--- src/rtl/inst_fetch_stack.sv ---
// Instruction fetch unit: program counter with IDLE/RUN/HALT sequencing,
// absolute/relative branches and a small hardware return-address stack.
module inst_fetch_stack #(
    parameter int unsigned T     = 10,
    parameter int unsigned DEPTH = 4,
    parameter logic [31:0] BASE1 = 32'h080,
    parameter logic [31:0] BASE2 = 32'h100,
    parameter logic [31:0] BASE3 = 32'h180
) (
    input  logic                         Clk,
    input  logic                         Reset,
    input  logic                         Start,
    input  logic [1:0]                   ProgSel,
    input  logic                         Stall,
    input  logic                         BranchAbs,
    input  logic                         BranchRelEn,
    input  logic                         ALU_flag,
    input  logic                         Call,
    input  logic                         Ret,
    input  logic                         Halt,
    input  logic [T-1:0]                 Target,
    output logic [T-1:0]                 ProgCtr,
    output logic                         Done,
    output logic                         StkOvf,
    output logic                         StkUnf,
    output logic [$clog2(DEPTH+1)-1:0]   StkDepth
);

    localparam int unsigned DW = $clog2(DEPTH + 1);
    localparam int unsigned AW = (DEPTH > 1) ? $clog2(DEPTH) : 1;

    typedef enum logic [1:0] {
        S_IDLE = 2'd0,
        S_RUN  = 2'd1,
        S_HALT = 2'd2
    } state_t;

    state_t         state;
    logic [T-1:0]   stack [DEPTH];
    logic [T-1:0]   base_c;
    logic [T-1:0]   pc_inc_c;
    logic           stk_full_c;
    logic           stk_empty_c;

    // Start address of the selected program
    always_comb begin
        base_c = '0;
        case (ProgSel)
            2'd1:    base_c = T'(BASE1);
            2'd2:    base_c = T'(BASE2);
            2'd3:    base_c = T'(BASE3);
            default: base_c = '0;
        endcase
    end

    assign pc_inc_c    = ProgCtr + T'(1);
    assign stk_full_c  = (StkDepth == DW'(DEPTH));
    assign stk_empty_c = (StkDepth == '0);

    // Sequencer, PC update and return stack; Start overrides every state
    always_ff @(posedge Clk or posedge Reset) begin
        if (Reset) begin
            state    <= S_IDLE;
            ProgCtr  <= '0;
            StkDepth <= '0;
            Done     <= 1'b0;
            StkOvf   <= 1'b0;
            StkUnf   <= 1'b0;
            for (int i = 0; i < int'(DEPTH); i++) begin
                stack[i] <= '0;
            end
        end else if (Start) begin
            state    <= S_IDLE;
            ProgCtr  <= base_c;
            StkDepth <= '0;
            Done     <= 1'b0;
            StkOvf   <= 1'b0;
            StkUnf   <= 1'b0;
        end else begin
            case (state)
                S_IDLE: begin
                    state <= S_RUN;
                end
                S_RUN: begin
                    if (Halt) begin
                        state <= S_HALT;
                        Done  <= 1'b1;
                    end else if (Stall) begin
                        state <= S_RUN;
                    end else if (Ret) begin
                        if (stk_empty_c) begin
                            ProgCtr <= pc_inc_c;
                            StkUnf  <= 1'b1;
                        end else begin
                            ProgCtr  <= stack[AW'(StkDepth - DW'(1))];
                            StkDepth <= StkDepth - DW'(1);
                        end
                    end else if (Call) begin
                        ProgCtr <= Target;
                        if (stk_full_c) begin
                            StkOvf <= 1'b1;
                        end else begin
                            stack[AW'(StkDepth)] <= pc_inc_c;
                            StkDepth             <= StkDepth + DW'(1);
                        end
                    end else if (BranchAbs) begin
                        ProgCtr <= Target;
                    end else if (BranchRelEn && ALU_flag) begin
                        // Same-width add is the sign-extended offset modulo 2^T
                        ProgCtr <= ProgCtr + Target;
                    end else begin
                        ProgCtr <= pc_inc_c;
                    end
                end
                S_HALT: begin
                    state <= S_HALT;
                end
                default: begin
                    state <= S_IDLE;
                    Done  <= 1'b0;
                end
            endcase
        end
    end

endmodule

--- config.mk ---
export PLATFORM = sky130hd
export DESIGN_NAME = inst_fetch_stack
export DESIGN_NICKNAME = d
export VERILOG_FILES = /design/src/rtl/inst_fetch_stack.sv
export SDC_FILE = /design/constraint.sdc
export NUM_CORES = 1
export LEC_CHECK = 0
export BUFFER_PORTS_ARGS = -buffer_cell sky130_fd_sc_hd__buf_2
export CAP_MARGIN = 20
export CORE_AREA = 2 2 135 71
export DETAILED_ROUTE_END_ITERATION = 8
export DIE_AREA = 0 0 137 73
export PLACE_DENSITY = 0.66
export SETUP_SLACK_MARGIN = 0.02
export SKIP_LAST_GASP = 1
export SLEW_MARGIN = 20
export SYNTH_ARGS = -nofsm -noshare
export SYNTH_HDL_FRONTEND = slang
export SYNTH_SLANG_ARGS = --single-unit
--- constraint.sdc ---
create_clock -name Clk -period 3.1 [get_ports Clk]
set_input_delay 0.155 -clock Clk [delete_from_list [all_inputs] [get_ports Clk]]
set_output_delay 0.155 -clock Clk [all_outputs]
set_load 0.02 [all_outputs]
== Word level (Yosys, flattened, before mapping) ==
Cells that the tools add are included.

* $add $sub $neg: 4
* Order comparisons: 3
* Equality and inequality tests: 14
* Mux-type cells: 44
* Bitwise logic cells: 7
* Reduce and logical (&&, ||, !) cells: 17

{| class="wikitable"
|+ Operator list
! kind !! count
|-
| $mux 10 || 12
|-
| $bwmux 40 || 1
|-
| $pmux 9 s3 || 1
|-
| $mux 3 || 8
|-
| $bmux 10 s2 || 1
|-
| $demux 10 s2 || 1
|-
| $mux 1 || 15
|-
| $reduce_and 6->1 || 2
|-
| $add 10x1->10 const B || 1
|-
| $add 10x10->10 || 1
|-
| $reduce_bool 2->1 || 5
|-
| $ne 3x3->1 const B || 3
|-
| $reduce_and 7->1 || 1
|-
| $eq 2x2->1 const B || 3
|-
| $ge 3x3->1 const B || 2
|-
| $mux 2 || 3
|-
| $ne 2x2->1 const B || 3
|-
| $not 2->3 || 2
|-
| $pmux 2 s3 || 1
|-
| $not 1->1 || 5
|-
| $reduce_and 5->1 || 1
|-
| $eq 2x1->1 const B || 2
|-
| $ne 4x4->1 const B || 1
|-
| $add 3x1->3 const B || 1
|-
| 12 further kinds || 13
|}

* Flip-flop bits (word level): 58
* Bits of input ports: 22
* Logic and storage cells: 99

== Logic depth before layout (Yosys ltp) ==
Gate-level depths: netlist of run 1.

* Word-level depth: 11
* Mapped depth: 11

== Worst setup path before layout of run 1 ==
No wires, ideal clock.

* Path type: flip-flop to flip-flop
* Start point: register StkDepth[0]
* End point: register ProgCtr[6]
* Data arrival time: 2,714 ps
* Required time: 2,982 ps
* Setup slack: 268 ps
* Stages on the path, launching flop included: 10
* Buffers on the path: 2
* Period minus slack after synthesis: 2,832 ps
* Cells stage by stage: dfrtp_1 -> buf_1 -> inv_1 -> ha_1 -> buf_2 -> mux4_2 -> and3_1 -> a21oi_1 -> o221ai_1 -> a21o_1

* Longest elaborated chain between the ends: 11
* Elaborated cells between the ends (all ways): 12
* Classes of those cells: add/sub: 1; mux: 9; bitwise: 1; reduce/logical: 1

{| class="wikitable"
|+ RTL lines
! what !! RTL line !! text
|-
| from (decl) || 26 || <nowiki>output logic [$clog2(DEPTH+1)-1:0] StkDepth</nowiki>
|-
| from (signal assigned) || 96 || <nowiki>StkDepth <= StkDepth - DW'(1);</nowiki>
|-
| from (signal assigned) || 104 || <nowiki>StkDepth <= StkDepth + DW'(1);</nowiki>
|-
| $sub 3x1->3 || -- ||
|-
| $not 2->3 (not written as such) || 95 || <nowiki>ProgCtr <= stack[AW'(StkDepth - DW'(1))];</nowiki>
|-
| $bmux 10 s2 || 95 ||
|-
| $mux 10 (not written as such) (2 in series) || 95 ||
|-
| $mux 10 * || 91 || <nowiki>if (stk_empty_c) begin</nowiki>
|-
| $mux 10 * || 90 || <nowiki>end else if (Ret) begin</nowiki>
|-
| $mux 10 * || 88 || <nowiki>end else if (Stall) begin</nowiki>
|-
| $mux 10 * || 85 || <nowiki>if (Halt) begin</nowiki>
|-
| $mux 10 * || 80 || <nowiki>case (state)</nowiki>
|-
| $mux 10 * || 72 || <nowiki>end else if (Start) begin</nowiki>
|-
| to (signal assigned) || 74 || <nowiki>ProgCtr <= base_c;</nowiki>
|-
| to (signal assigned) || 92 || <nowiki>ProgCtr <= pc_inc_c;</nowiki>
|-
| to (signal assigned) || 95 ||
|-
| to (decl) || 22 || <nowiki>output logic [T-1:0] ProgCtr,</nowiki>
|}

Every way passes the cells marked *; elsewhere a longest branch is shown, timed or not. The select of a mux whose other input is x is not followed.
A chain may end at the register's enable or synchronous reset.

== Worst setup path in the final report of run 1 ==
* Start point: register ProgCtr[0]
* End point: register ProgCtr[6]

* Longest elaborated chain between the ends: 9
* Elaborated cells between the ends (all ways): 11
* Classes of those cells: add/sub: 2; mux: 9

{| class="wikitable"
|+ RTL lines
! what !! RTL line !! text
|-
| $add 10x1->10 / $add 10x10->10 (equally long branches) || 56, 110 ||
|-
| $mux 10 || 108 || <nowiki>end else if (BranchRelEn && ALU_flag) begin</nowiki>
|-
| $mux 10 || 106 || <nowiki>end else if (BranchAbs) begin</nowiki>
|-
| $mux 10 || 98 || <nowiki>end else if (Call) begin</nowiki>
|-
| $mux 10 * || 90 ||
|-
| $mux 10 * || 88 ||
|-
| $mux 10 * || 85 ||
|-
| $mux 10 * || 80 ||
|-
| $mux 10 * || 72 ||
|}

Marked as above.

==> flow_summary_export.csv, run 1 <==
group,metric,value,unit
clock_tree,hold_buffers,0,
yosys,syn_inst,362,
setup_path,cp.arrival,2660,ps
grt,overflow,0,
timing,report.final.slew_viol_count,0,
layout,drive_gt1_share,22.4,%
die,start_util,38.4,%
setup_path,path_class,"flop to flop",
yosys,synth_top_area_cell,"dfrtp_1",
yosys,yosysMostFrequentCell,"nand2_1",
placement,hpwl,6960,um
yosys,yosysSeqAreaShare,41.9,%
layout,diodes,0,
die,dieArea,10000,um^2
setup_path,start_kind,"flop",
timing,setup_viol,0,
drt,ant_nets,0,
yosys,synth_cell_types,55,
yosys,synth_top_area_share,41.9,%
power,ir_drop,0.313,mV
die,dieWidth,137,um
clock_tree,root_buffer,"clkbuf_16",
timing,clock-skew-final,2.90,ps
drt,wirelength,9300,um
setup_path,cp-end-kind,"flop",
power,p_leak,1.80,nW
yosys,synth.area.top_cells,"dfrtp_1 (42%), o21ai_0 (6.6%), mux4_2 (6.5%)",
clock_tree,cts.sink_count,58,
drt,num_vias,2940,
timing,max_slew_margin,37.2,%
layout,fillers,877,
yosys,synth-edff-count,0,
clock_tree,ctsResizeCount,0,
clock_tree,cts_max_path_buffers,2,
yosys,synth_area,3460,um^2
yosys,synthArstFlopShare,100,%
placement,gp_congestion,0.969,
die,rows,25,
clock_tree,htreeDepth,3,
setup_path,reg2reg_slack,670,ps
die,die_h,73,um
grt,grt_pass1_wl,15300,um
grt,grt_use_total,20.7,%
layout,fin_nets,440,
timing,hold_viol,0,
yosys,ys_top_cells_by_count,"nand2_1 (59), dfrtp_1 (58), o21ai_0 (46)",
min_path,hold_class,"input port to async pin",
yosys,syn_nets,401,
setup_path,worstPathRequired,3330,ps
clock_tree,post_cts_buffers,0,
die,core_area,9010,um^2
clock_tree,tritoncts,"done",
yosys,ys_ff_latch,58,
drt,drtIter0Drc,295,
setup_path,crit_fanout,11,
power,powerDensity,605,nW/um^2
drt,viasPerCell,5.58,
grt,antenna_found_initial,0,
die,io_pins,38,
timing,rsz0062_at_grt,"false",
grt,grt_pass1_vias,2918,
clock_tree,clock_latency,330,ps
grt,grt_max_degree,45,
timing,layout_worst_path_cycle_share,78.5,%
drt,dr.pass1.iters,5,
yosys,synth_ff_type,"dfrtp_1",
placement,portBuffers,37,
timing,max_freq,0.411,GHz
drt,route.detailed.drc,0,
timing,min_period,2430,ps
yosys,avgSynthCellArea,9.57,um^2
drt,wl_per_cell,17.7,um
clock_tree,cts_buffers,9,
clock_tree,path_clk_slew,50,ps
timing,tns,0,ps
job,drv_cap,0,
yosys,ys_warn_count,0,
timing,tightest_slew,941,ps
status,status,"complete, no violations",
timing,finalHoldWorstSlack,34.3,ps
layout,syn_to_final_growth,17.8,%
-- kinds of logic after synthesis --
logic type | count (synthesis) | synth area share, %
adder cells (fa/ha/maj) | 17 | 6.36
buffers and inverters | 27 | 3.36
AND/OR/NAND/NOR | 116 | 15.8
multiplexers | 16 | 8.42
flip-flops | 58 | 41.9
XOR/XNOR | 16 | 4.26
AO/OA/AOI/OAI | 112 | 19.9
-- critical path, stage by stage (launching register included) --
cell	delay, ps
dfrtp_1	550
ha_1	300
nand3_1	200
or3_1	370
xor2_1	380
a2bb2oi_1	220
o221ai_1	130
a21o_1	170
-- state kept, by name, indices dropped and copies added (netlist names) --
name      flops
Done          1
ProgCtr      10
StkDepth      3
StkOvf        1
StkUnf        1
stack        40
state         2
-- layout by cell type (no fill, tap or decap), types with 5 or more instances in the layout --
master,Yosys,layout
a21oi_1,18,18
xor2_1,5,5
nand2_1,59,59
buf_2,3,37
inv_1,12,11
clkbuf_16,0,9
ha_1,16,16
o211ai_1,6,6
mux4_2,10,10
a211oi_1,6,6
dfrtp_1,58,58
o21ai_0,46,46
nor2_1,27,27
mux2_2,5,5
buf_4,1,6
o31ai_1,5,5
xnor2_1,10,10
-- worst paths after layout --
path / from / depth (start not counted) / to
setup / recovery: ProgCtr[0] / 7 / ProgCtr[6]
hold / removal: Reset / 2 / Done
setup reg to reg: ProgCtr[0] / 7 / ProgCtr[6]
hold reg to reg: stack[34] / 2 / stack[34]
max in group asynchronous: Reset / 3 / stack[23]
min in group Clk: Halt / 2 / state[0]
-- metrics by stage --
step           util [%]  cells  setup slack (ps)  power, mW  area (um^2)
2_1_floorplan         -    362               268       1.29         3460
3_3_place_gp       41.9    511               734       1.45         3770
3_5_place_dp       41.9    511               710       1.47         3770
4_1_cts            45.3    527               702       2.49         4080
5_1_grt            45.3    527               471       2.60         4080
6_report           45.3    527               668       2.47         4080
-- metal layers --
layer | vias up | GRT usage (%) | wire [um]
li1 | 1378 | - | -
met1 | 1433 | 31.3 | 4570
met2 | 120 | 27.8 | 3670
met3 | 9 | 8.54 | 995
met4 | 0 | 3.44 | 62
met5 | - | 0 | 0
-- final cells by class --
type                            count  area [um^2]  share of cell area, %
Clock buffer                       11          253                   6.20
Timing Repair Buffer               43          230                   5.64
Tap cell                          121          151                   3.71
Inverter                           12         45.0                   1.10
Sequential cell                    58         1450                   35.6
Multi-Input combinational cell    277         1900                   46.5
Clock inverter                      5         52.6                   1.29
-- power breakdown --
| group | leakage [nW] | internal (mW) | switching (mW) | total, mW |
|---|---|---|---|---|
| clock network | 0.151 | 0.660 | 0.349 | 1.01 |
| logic | 0.865 | 0.222 | 0.347 | 0.569 |
| registers | 0.788 | 0.824 | 0.0666 | 0.890 |
Power figures use the tool's default switching activity.
==> run 2, diff against run 1 <==
==> constraint.sdc (replaced) <==
create_clock -name Clk -period 2.45 [get_ports Clk]
set_input_delay 0.1225 -clock Clk [delete_from_list [all_inputs] [get_ports Clk]]
set_output_delay 0.1225 -clock Clk [all_outputs]
set_load 0.02 [all_outputs]
==> flow_summary_export.csv, run 2 (synthesis results as in run 1) <==
group,metric,value,unit
die,core_area,9010,um^2
drt,num_vias,2961,
setup_path,path_class,"flop to flop",
job,drv_cap,0,
timing,report.final.slew_viol_count,0,
layout,fillers,871,
layout,multiInputGateArea,1900,um^2
setup_path,cp_common_cell,"a21oi_1",
placement,placed_area,3860,um^2
clock_tree,path_clk_slew,50,ps
timing,setup_viol,0,
layout,largest-register,"stack",
power,ir_drop,0.385,mV
layout,final_cell_mix,"nand2_1 (59), dfrtp_1 (57), o21ai_0 (46)",
layout,diodes,0,
die,dieArea,10000,um^2
min_path,hold_class,"input port to flop",
die,start_util,38.4,%
layout,reg_top3,"stack x40, ProgCtr x10, StkDepth x3",
timing,clock-skew-final,6.19,ps
grt,overflow,0,
setup_path,max_stage_delay,620,ps
setup_path,cp.arrival,2520,ps
grt,grt_max_degree,29,
clock_tree,root_buffer,"clkbuf_16",
die,io_pins,38,
power,powerDensity,748,nW/um^2
grt,grt_use_total,20.2,%
timing,max_freq,0.441,GHz
layout,syn_to_final_growth,20.5,%
drt,drtIter0Drc,270,
grt,antenna_found_initial,0,
die,dieWidth,137,um
clock_tree,cts_buffers,9,
layout,fin_area,4170,um^2
placement,hpwl,7230,um
drt,wl_per_cell,17.5,um
drt,viasPerCell,5.48,
timing,min_period,2270,ps
min_path,min_path_cells,2,
clock_tree,cts.sink_count,58,
timing,tns,0,ps
timing,tightest_slew,598,ps
setup_path,crit_fanout,5,
min_path,hp-start,"Halt",
setup_path,r2r_start,"ProgCtr[1]",
clock_tree,cts_max_path_buffers,2,
clock_tree,clock_latency,320,ps
setup_path,slowest_stage,"or4b_2",
drt,ant_nets,0,
layout,largest_register_ffs,40,
timing,hold_viol,0,
clock_tree,htreeDepth,3,
layout,fin_nets,453,
timing,rsz0062_at_grt,"false",
layout,drive_gt1_share,24.1,%
power,p_leak,1.86,nW
die,rows,25,
setup_path,path_cells,"ha_1 -> a21o_1 -> nand4_1 -> a21oi_1 -> nor3_1 -> or4b_2 -> a21oi_1",
setup_path,crit_path_start,"ProgCtr[1]",
setup_path,cp-end-kind,"flop",
setup_path,r2r_cells,7,
drt,dr.pass1.iters,5,
grt,grt_pass1_vias,2790,
clock_tree,ctsResizeCount,0,
die,die_h,73,um
layout,seq_area,1450,um^2
status,status,"complete, no violations",
setup_path,worstPathRequired,2700,ps
layout,final_common_cell,"nand2_1",
clock_tree,post_cts_buffers,0,
clock_tree,tritoncts,"done",
placement,portBuffers,37,
drt,wirelength,9460,um
power,p_total,3.12,mW
setup_path,start_kind,"flop",
drt,route.detailed.drc,0,
placement,gp_congestion,0.911,
grt,grt_pass1_wl,15000,um
timing,max_slew_margin,60.0,%
timing,layout_worst_path_cycle_share,92.6,%
==> run 2: cell types whose count changed in the layout (fill, tap and decap cells not counted), sizes merged <==
cell         change
clkinvlp         -1
clkbuf           +3
clkinv           -2
buf             +12
dlygate4sd3      +1
==> run 2: worst max-delay path: cells and delay by family, from the launching register on <==
kind / cells / cell delay, ps
AOI/OAI and AO/OA: 3 / 540
adders and majority gates: 1 / 310
DFF: 1 / 440
and+or+nand+nor: 3 / 890
==> run 2: layout make-up <==
cell class                      instances  share of cell area [%]
Multi-Input combinational cell        277                    45.4
Sequential cell                        58                    34.8
Timing Repair Buffer                   56                    7.91
Clock buffer                           14                    6.32
Tap cell                              121                    3.63
Inverter                               12                    1.08
Clock inverter                          2                   0.839
==> run 2: metal layers <==
| metal | track usage [%] | up-vias | routed length [um] |
|---|---|---|---|
| met1 | 31.9 | 1417 | 4650 |
| met5 | 0 | - | 0 |
| li1 | - | 1398 | - |
| met4 | 4.35 | 0 | 61 |
| met3 | 5.56 | 7 | 999 |
| met2 | 26.9 | 139 | 3750 |
==> run 2: power by group <==
| part | total, mW | internal (mW) | leakage [nW] | switching, mW |
|---|---|---|---|---|
| clock network | 1.25 | 0.840 | 0.147 | 0.407 |
| registers | 1.11 | 1.04 | 0.786 | 0.0697 |
| logic | 0.761 | 0.301 | 0.926 | 0.460 |
==> run 2: what timing repair did <==
item	in CTS	in global routing
endpoints found under the hold margin	26	0
endpoints found under the setup margin	0	0
hold buffers	1	0
==> run 2: worst paths after layout <==
kind	slack, ps	to
worst max-delay path	180	ProgCtr[7]
worst min-delay path	70	state[0]
worst max register to register	180	ProgCtr[7]
worst min register to register	480	stack[38]
max in group asynchronous	1310	stack[22]
min in group asynchronous	420	stack[37]
==> run 2: stage by stage <==
step                      util, %  setup WS, ps  hold WS [ps]  instances
after floorplan                 -          51.6           221        362
after global placement       42.9           258           228        523
after detailed placement     42.9           190           222        523
after CTS                    46.3           184          49.5        540
after global routing         46.3          46.4          74.0        540
final                        46.3           182          65.1        540
==> run 3, diff against run 2 <==
--- a/config.mk
+++ b/config.mk
@@ -7,10 +7,12 @@
 export LEC_CHECK = 0
 export BUFFER_PORTS_ARGS = -buffer_cell sky130_fd_sc_hd__buf_2
 export CAP_MARGIN = 20
-export CORE_AREA = 2 2 135 71
+export CELL_PAD_IN_SITES_DETAIL_PLACEMENT = 0
+export CELL_PAD_IN_SITES_GLOBAL_PLACEMENT = 2
+export CORE_AREA = 2 2 140 74
 export DETAILED_ROUTE_END_ITERATION = 8
-export DIE_AREA = 0 0 137 73
-export PLACE_DENSITY = 0.66
+export DIE_AREA = 0 0 142 76
+export PLACE_DENSITY = 0.87
 export SETUP_SLACK_MARGIN = 0.02
 export SKIP_LAST_GASP = 1
 export SLEW_MARGIN = 20
==> flow_summary_export.csv, run 3 (synthesis results as in run 1) <==
group,metric,value,unit
placement,gp_congestion,0.868,
min_path,hold_class,"input port to flop",
power,switching_share,31.0,%
timing,tightest_slew,684,ps
clock_tree,post_cts_buffers,0,
grt,antenna_found_initial,0,
layout,final_cell_mix,"nand2_1 (59), dfrtp_1 (57), o21ai_0 (46)",
timing,hold_viol,0,
placement,hpwl,7370,um
layout,fin_nets,450,
power,powerDensity,743,nW/um^2
timing,tns,0,ps
timing,rsz0062_at_grt,"false",
timing,report.final.slew_viol_count,0,
setup_path,max_stage_delay,600,ps
timing,max_freq,0.444,GHz
power,p_leak,1.85,nW
clock_tree,htreeDepth,3,
clock_tree,cts.sink_count,58,
power,pwr-share-clk,39.7,%
timing,layout_worst_path_cycle_share,92.0,%
grt,grt_max_degree,47,
setup_path,path_class,"flop to flop",
power,combinationalPowerShare,24.4,%
power,power_frac_seq,36.0,%
timing,setup_viol,0,
placement,dpl_worst_slack,149,ps
setup_path,path_cells,"ha_1 -> a21o_1 -> nand4_1 -> a21oi_1 -> nor3_1 -> or4b_2 -> a21oi_1",
layout,utilization,42.9,%
placement,portBuffers,37,
drt,route.detailed.drc,0,
die,die_h,76,um
setup_path,cp_common_cell,"a21oi_1",
setup_path,start_kind,"flop",
job,drv_cap,0,
layout,fillers,944,
die,rows,26,
drt,num_vias,2913,
layout,syn_to_final_growth,20.6,%
die,start_util,35.6,%
die,core_area,9730,um^2
timing,max_slew_margin,54.2,%
clock_tree,cts_max_path_buffers,2,
drt,wirelength,9550,um
drt,drtIter0Drc,183,
setup_path,path_delay_family,"simple AND/OR/NAND/NOR gates",
layout,largest-register,"stack",
die,dieWidth,142,um
power,net-switching-power,964,uW
clock_tree,root_buffer,"clkbuf_16",
grt,grt_pass1_vias,2907,
drt,dr.pass1.iters,5,
clock_tree,tritoncts,"done",
grt,grt_pass1_wl,15700,um
setup_path,cp-end-kind,"flop",
grt,overflow,0,
setup_path,crit_buf_inv,0,
power,intPower,2.14,mW
drt,viasPerCell,5.37,
die,dieArea,10800,um^2
setup_path,cp.arrival,2500,ps
layout,drive_gt1_share,24.5,%
setup_path,crit_fanout,5,
setup_path,worstPathRequired,2700,ps
setup_path,slowest_stage,"or4b_2",
layout,final_common_cell,"nand2_1",
layout,reg_top3,"stack x40, ProgCtr x10, StkDepth x3",
timing,min_period,2250,ps
grt,grt_use_total,19.2,%
clock_tree,cts_buffers,9,
die,io_pins,38,
timing,clock-skew-final,5.40,ps
layout,diodes,0,
timing,setup_ws,197,ps
layout,largest_register_ffs,40,
drt,wl_per_cell,17.6,um
drt,ant_nets,0,
status,status,"complete, no violations",
clock_tree,path_clk_slew,50,ps
clock_tree,clock_latency,330,ps
power,ir_drop,0.340,mV
-- run 3: per-layer routing --
layer	vias up	track usage [%]	part of all wire [%]
li1	1406	-	-
met1	1405	29.8	55
met2	90	25.7	38
met3	12	5.09	5.8
met4	0	6.00	1.3
met5	-	0	0
-- run 3: per-stage QoR --
step	cells	hold WS, ps	instance area [um^2]	power, mW
4_1_cts	542	63.5	4170	3.13
3_5_place_dp	525	96.2	3860	1.88
3_3_place_gp	525	93.1	3860	1.87
6_report	542	77.5	4180	3.10
2_1_floorplan	362	221	3470	1.63
5_1_grt	542	89.3	4180	3.27
-- run 3: layout make-up --
class	instances	area, um^2	area share (%)
flip-flops and latches	58	1450	34.8
clock buffers	13	280	6.71
multi-input cells	277	1900	45.5
repair buffers	53	320	7.67
well taps	126	158	3.77
clock inverters	3	21.3	0.509
inverters	12	45.0	1.08
-- run 3: repair_timing --
item	in CTS	in global routing
hold buffers	1	0
resized for setup	0	1
endpoints found under the hold margin	12	0
endpoints found under the setup margin	0	1
-- run 3: final timing paths --
path / slack (ps) / start / depth (start not counted) / endpoint
max in group asynchronous: 1590 / Reset / 4 / StkDepth[0]
min in group asynchronous: 290 / Reset / 3 / stack[20]
max: 200 / ProgCtr[1] / 7 / ProgCtr[7]
max reg2reg: 200 / ProgCtr[1] / 7 / ProgCtr[7]
min reg2reg: 470 / stack[4] / 2 / stack[4]
min: 80 / Halt / 2 / state[0]
-- run 3: worst reg2reg max path: cells and delay by family, from the launching register on --
kind | cells | cell delay [ps]
and+or+nand+nor | 3 | 870
DFF | 1 | 440
AOI/OAI and AO/OA | 3 | 550
adders and majority gates | 1 | 300
-- run 3: power by group through the flow --
stage	Combinational, mW	Clock [mW]	Sequential, mW
finish	0.756	1.23	1.12
floorplan	0.470	0	1.16
global route	0.842	1.30	1.13
global placement	0.742	0	1.13
CTS	0.754	1.26	1.12
detailed placement	0.750	0	1.13
